[src/rtl/velocity_estimator.sv]
// Velocity estimator: emits the signed position change across each window of
// accepted samples, with a single-entry output register and a sticky overrun flag.
module velocity_estimator #(
  parameter int AXIS_TDATA_WIDTH = 32,
  parameter int WINDOW_WIDTH     = 16
) (
  input  logic                        SYS_aclk,
  input  logic                        SYS_aresetn,
  input  logic [WINDOW_WIDTH-1:0]     FC_window_length,
  input  logic                        S_AXIS_tvalid,
  input  logic [AXIS_TDATA_WIDTH-1:0] S_AXIS_tdata,
  output logic                        M_AXIS_tvalid,
  input  logic                        M_AXIS_tready,
  output logic [AXIS_TDATA_WIDTH-1:0] M_AXIS_tdata,
  output logic                        FC_overrun
);

  typedef enum logic {INIT, RUN} state_t;

  state_t                        state;
  logic [AXIS_TDATA_WIDTH-1:0]   reference;
  logic [WINDOW_WIDTH-1:0]       counter;
  logic [WINDOW_WIDTH-1:0]       active_window;
  logic [WINDOW_WIDTH-1:0]       window_sanitized;
  logic [WINDOW_WIDTH:0]         count_next;
  logic                          boundary;

  // A zero-length window would never complete, so it degrades to per-sample deltas.
  assign window_sanitized = (FC_window_length == '0) ? WINDOW_WIDTH'(1) : FC_window_length;
  assign count_next       = {1'b0, counter} + 1'b1;
  assign boundary         = S_AXIS_tvalid && (state == RUN) &&
                            (count_next == {1'b0, active_window});

  always_ff @(posedge SYS_aclk or negedge SYS_aresetn) begin
    if (!SYS_aresetn) begin
      state         <= INIT;
      reference     <= '0;
      counter       <= '0;
      active_window <= '0;
      M_AXIS_tvalid <= 1'b0;
      M_AXIS_tdata  <= '0;
      FC_overrun    <= 1'b0;
    end else begin
      if (S_AXIS_tvalid) begin
        case (state)
          INIT: begin
            reference     <= S_AXIS_tdata;
            active_window <= window_sanitized;
            counter       <= '0;
            state         <= RUN;
          end
          RUN: begin
            if (boundary) begin
              reference     <= S_AXIS_tdata;
              active_window <= window_sanitized;
              counter       <= '0;
            end else begin
              counter <= count_next[WINDOW_WIDTH-1:0];
            end
          end
          default: state <= INIT;
        endcase
      end

      // A fresh result always wins the output register; losing an unaccepted one is flagged.
      if (boundary) begin
        M_AXIS_tdata  <= S_AXIS_tdata - reference;
        M_AXIS_tvalid <= 1'b1;
        if (M_AXIS_tvalid && !M_AXIS_tready)
          FC_overrun <= 1'b1;
      end else if (M_AXIS_tready) begin
        M_AXIS_tvalid <= 1'b0;
      end
    end
  end

endmodule

[config.mk]
export PLATFORM = sky130hd
export DESIGN_NAME = velocity_estimator
export DESIGN_NICKNAME = d
export VERILOG_FILES = /design/src/rtl/velocity_estimator.sv
export SDC_FILE = /design/constraint.sdc
export NUM_CORES = 1
export LEC_CHECK = 0
export ABC_AREA = 1
export CORE_UTILIZATION = 61
export CTS_BUF_LIST = sky130_fd_sc_hd__clkbuf_4
export DETAILED_ROUTE_END_ITERATION = 7
export DONT_BUFFER_PORTS = 1
export PLACE_DENSITY = 0.8
export SKIP_CTS_REPAIR_TIMING = 1
export SLEW_MARGIN = 20
export SYNTH_ARGS = -nofsm -noshare
export SYNTH_HDL_FRONTEND = slang
export SYNTH_SLANG_ARGS = --single-unit
export TNS_END_PERCENT = 10
[constraint.sdc]
create_clock -name SYS_aclk -period 6.1 [get_ports SYS_aclk]
set_input_delay 1.22 -clock SYS_aclk [delete_from_list [all_inputs] [get_ports SYS_aclk]]
set_output_delay 1.22 -clock SYS_aclk [all_outputs]
set_load 0.01 [all_outputs]
# Word-level counts from Yosys, hierarchy flattened
# Index checks and enable logic that the tools add are counted.
[op_classes] n_div=0 n_bitwise=1 shifts=0 n_mux=9 add_sub_neg=2 reduce_logical=8 eq_ne=2 mul=0 magnitude_cmp=0
[op_table] operator="one-hot mux 16 bit (2 select lines)" count=2
[op_table] operator="one-hot mux 32 bit (2 select lines)" count=1
[op_table] operator="2-to-1 mux 16 bit" count=3
[op_table] operator="2-to-1 mux 32 bit" count=1
[op_table] operator="subtractor 32 bit" count=1
[op_table] operator="adder 16 x 1 -> 17 bit, second input constant" count=1
[op_table] operator="equality test 17 x 16 -> 1 bit" count=1
[op_table] operator="logical NOT 16 bit" count=1
[op_table] operator="AND reduction 2 bit" count=2
[op_table] operator="logical AND 1 bit" count=3
[op_table] operator="2-to-1 mux 1 bit" count=2
[op_table] operator="!= test 2 x 1 -> 1 bit, second input constant" count=1
[op_table] operator="nonzero test 2 bit" count=1
[op_table] operator="logical NOT 1 bit" count=1
[op_table] operator="inverter 1 bit" count=1
[totals] mem_bits_rw=0 out_inout_bits=34 mem_count=0 romBits=0 latch_bits=0 reg_bits=99

# Logic depth before layout (Yosys ltp)
[logic_depth] word_depth=5 depth_mapped=18 mapped_depth_nobuf=16

# Worst setup path before layout
# Ideal clock, no wire load.
[synth_timing] path_kind="input to register" startpoint="input S_AXIS_tdata[0]" endpoint="register M_AXIS_tdata[16]" path_slack_ns=3.042 stages=13 required_ns=6.023 path_buffers=0 arrival_time_ns=2.981 path_cell_list="inv_1 -> ha_1 -> fa_1 -> o21ai_0 -> nand2_1 -> nand2_1 -> nand2_1 -> nand2_1 -> inv_1 -> o21bai_1 -> xor2_1 -> nor2_1 -> a21oi_1"
[synth_via] elab_chain_cells=1
[synth_lines] element="start, declared" line="11" rtl="input logic [AXIS_TDATA_WIDTH-1:0] S_AXIS_tdata,"
[synth_lines] element="subtractor 32 bit" line="67" rtl="M_AXIS_tdata <= S_AXIS_tdata - reference;"
[synth_lines] element="end signal, assigned" line="67"
[synth_lines] element="end, declared" line="14" rtl="output logic [AXIS_TDATA_WIDTH-1:0] M_AXIS_tdata,"
# No other way between the ends.
# A chain may end at the register's enable or synchronous reset.

# Worst setup path after layout
[layout_timing] startpoint="register counter[0]" endpoint="register reference[10]"
[layout_via] elab_chain_cells=5
[layout_lines] element="start, declared" line="22" rtl="logic [WINDOW_WIDTH-1:0] counter;"
[layout_lines] element="start signal, assigned" line="58" rtl="counter <= count_next[WINDOW_WIDTH-1:0];"
[layout_lines] element="adder 16 x 1 -> 17 bit" line="30" rtl="assign count_next = {1'b0, counter} + 1'b1;"
[layout_lines] element="equality test 17 x 16 -> 1 bit" line="32" rtl="(count_next == {1'b0, active_window});"
[layout_lines] element="logical AND 1 bit" line="31" rtl="assign boundary = S_AXIS_tvalid && (state == RUN) &&"
[layout_lines] element="!= test 2 x 1 -> 1 bit (no source line)"
[layout_lines] element="AND reduction 2 bit (no source line)"
[layout_lines] element="end signal, assigned" line="47" rtl="reference <= S_AXIS_tdata;"
[layout_lines] element="end signal, assigned" line="54" rtl="reference <= S_AXIS_tdata;"
[layout_lines] element="end, declared" line="21" rtl="logic [AXIS_TDATA_WIDTH-1:0] reference;"
# No other way between the ends.

==> flow_summary.toml <==
[outcome]
outcome = "finished, final reports clean"

[sta]
fin_crit_sh_pct = 61.89
hold-worst-slack_ns = 0.4233
rsz0062_at_grt = "no"
slew_headroom_pct = 37.89
hold_viol = 0
finalMaxSlewViolations = 0
fmax_ghz = 0.2649
setup_viol = 0
clock_skew_ns = 0.01752
tightest_slew_ns = 0.9284
period_minus_slack_ns = 3.775
fin_tns_setup_ns = 0

[layout]
n_antenna_cell = 0
post-route-util_pct = 64.65
layout.nets = 1003
n_fill_cell = 985
stdcell_count = 1059
final_area_mm2 = 0.006704
drive_above_1_share_pct = 2.167
area_growth_pct = 2.174

[global_routing]
grt_pass1_wl_mm = 25.98
antenna_found_initial = 0
grt_max_degree = 100
gr-total-overflow = 0
grt_pass1_vias = 5422
grt_util_all_layers_pct = 28.99

[clock_network]
cts_root_buffer = "clkbuf_4"
cts_buffers = 9
clk_pin_slew_ns = 0.15
clk-insertion-delay-late_ns = 0.47
h-tree-depth = 3
clk_path_buf_depth = 2
clock_sinks = 99
cts_tree = "built"

[worst_setup_path]
crit_fanout = 71
r2r_end = "reference[10]$_DFFE_PN0P_"
crit_path_end_kind = "flop"
crit_start = "counter[0]$_DFFE_PN0P_"
rr_worst_depth = 16
startpoint_type = "flop"
reg2reg_slack_ns = 2.32
cp.arrival_ns = 4.13
critPathKind = "flop to flop"
r2r_start = "counter[0]$_DFFE_PN0P_"
crit_required_ns = 6.46

[synthesis]
netlist_area_mm2 = 0.006561
synth_edf_count = 0
yosysTopAreaCell = "dfrtp_1"
synth_top_area_share_pct = 37.76
ys_ff_latch = 99
synthArstFlopShare_pct = 100.0
syn_nets = 1018
ys_warn_count = 0
ys_seq_area_share_pct = 37.76
syn_area_per_cell_um2 = 7.032
synth_flop_cell = "dfrtp_1"
ys_types = 37
yosys-top-cells-area = "dfrtp_1, nand2_1, inv_1"
synthesis.instances = 933

[floorplan]
rows = 37
die_area_mm2 = 0.01117
die_x_um = 105.7
start_util_pct = 63.27
die_h_um = 105.7
io_pins = 86
core_area_mm2 = 0.01037

[run]
maxCapViolCount = 0

[routing]
detail_route.iter0.violations = 428
drt-total-wl_mm = 15.32
drtPass1Iterations = 7
drc = 0
vias = 5837
drtAntennaViolNets = 0
wl_per_cell_um = 14.47
routed_via_density = 5.512

[power]
p_leak_uw = 0.003458
p_per_area_mw_per_mm2 = 242.7
max-vdd-ir-drop_uv = 117.0

[hold_path]
min_path_type = "input port to async pin"

[placement]
hpwl_mm = 11.41
dpl-instance-area_mm2 = 0.006595
place_congestion = 0.9280
portBuffers = 0
placed_cells = 1043
-- layout by cell type (no fill, tap or decap), types with 8 or more instances in the layout --
master / count
inv_1: 129
a21oi_1: 70
nand2_1: 264
nand4_1: 11
nand3b_1: 8
clkbuf_4: 9
nand3_1: 89
ha_1: 32
dfrtp_1: 99
xor2_1: 26
nor2_1: 86
o22ai_1: 10
o21ai_0: 38
-- synth_stat cells, drive strengths merged (12+ instances only) --
cell	number
a21oi	70
buf	14
clkbuf	13
dfrtp	99
ha	32
inv	130
nand2	266
nand3	89
nand4	12
nor2	87
o21ai	42
xor2	26
-- per-stage QoR --
stage               setup WS, ns  total power, µW
floorplan                  3.042             1201
global placement           2.282             1312
detailed placement         2.109             1319
CTS                        2.300             1622
global route               1.846             1743
finish                     2.325             1627
-- worst max-delay path by stage --
stage	end	slack, ns	cells past startpoint
floorplan	M_AXIS_tdata[16]$_DFFE_PN0P_	3.04	13
global placement	reference[0]$_DFFE_PN0P_	2.28	11
detailed placement	reference[10]$_DFFE_PN0P_	2.11	11
CTS	reference[10]$_DFFE_PN0P_	2.30	16
global route	reference[4]$_DFFE_PN0P_	1.85	14
finish	reference[10]$_DFFE_PN0P_	2.32	16
-- sequential cells by signal, summed over array words and instances, names as in the netlist --
name	count
state	1
reference	32
M_AXIS_tdata	32
M_AXIS_tvalid	1
active_window	16
counter	16
FC_overrun	1
-- cells by family (layout without fill, tap and decap cells) --
logic type | after synthesis | after routing | share of synthesized area (%)
XOR/XNOR | 29 | 29 | 4.081
multiplexers | 1 | 1 | 0.1526
AO/OA/AOI/OAI | 138 | 138 | 11.38
adder cells (fa/ha/maj) | 33 | 33 | 6.407
buffers and inverters | 158 | 148 | 9.821
flip-flops | 99 | 99 | 37.76
AND/OR/NAND/NOR | 475 | 475 | 30.40
-- cell type report --
| class | count | area (µm²) | share of cell area [%] |
|---|---|---|---|
| inverters | 131 | 491.7 | 7.335 |
| clock inverters | 7 | 41.29 | 0.6159 |
| multi-input cells | 676 | 3448 | 51.44 |
| clock buffers | 9 | 67.56 | 1.008 |
| repair buffers | 1 | 7.507 | 0.1120 |
| flip-flops and latches | 99 | 2477 | 36.95 |
| well taps | 136 | 170.2 | 2.538 |
-- critical path, cell delays in order, from the launching register on --
cell and delay [ns]:
dfrtp_1 0.53, ha_1 0.29, nand3_1 0.15, nor2_1 0.18, nand2_1 0.07, nand2_1 0.07
nand2_1 0.07, nand2_1 0.06, nand2_1 0.05, inv_1 0.05, nand2_1 0.04, nor2_1 0.19
nand4_4 0.72, nand2_2 0.29, nand2_2 0.56, nand2_1 0.25, nand2_1 0.08
-- power breakdown --
group	switching [µW]	internal, µW
registers	69.1	726
clock network	227	82.3
logic	332	191
total	627	1000
-- per-layer routing --
layer	vias up	global-route usage, %	share of wire [%]
li1	2981	-	-
met2	159	43.28	44
met5	-	0	0
met1	2686	42.90	48
met3	11	5.999	7.2
met4	0	7.143	0.84
(Power assumes the default switching activity.)
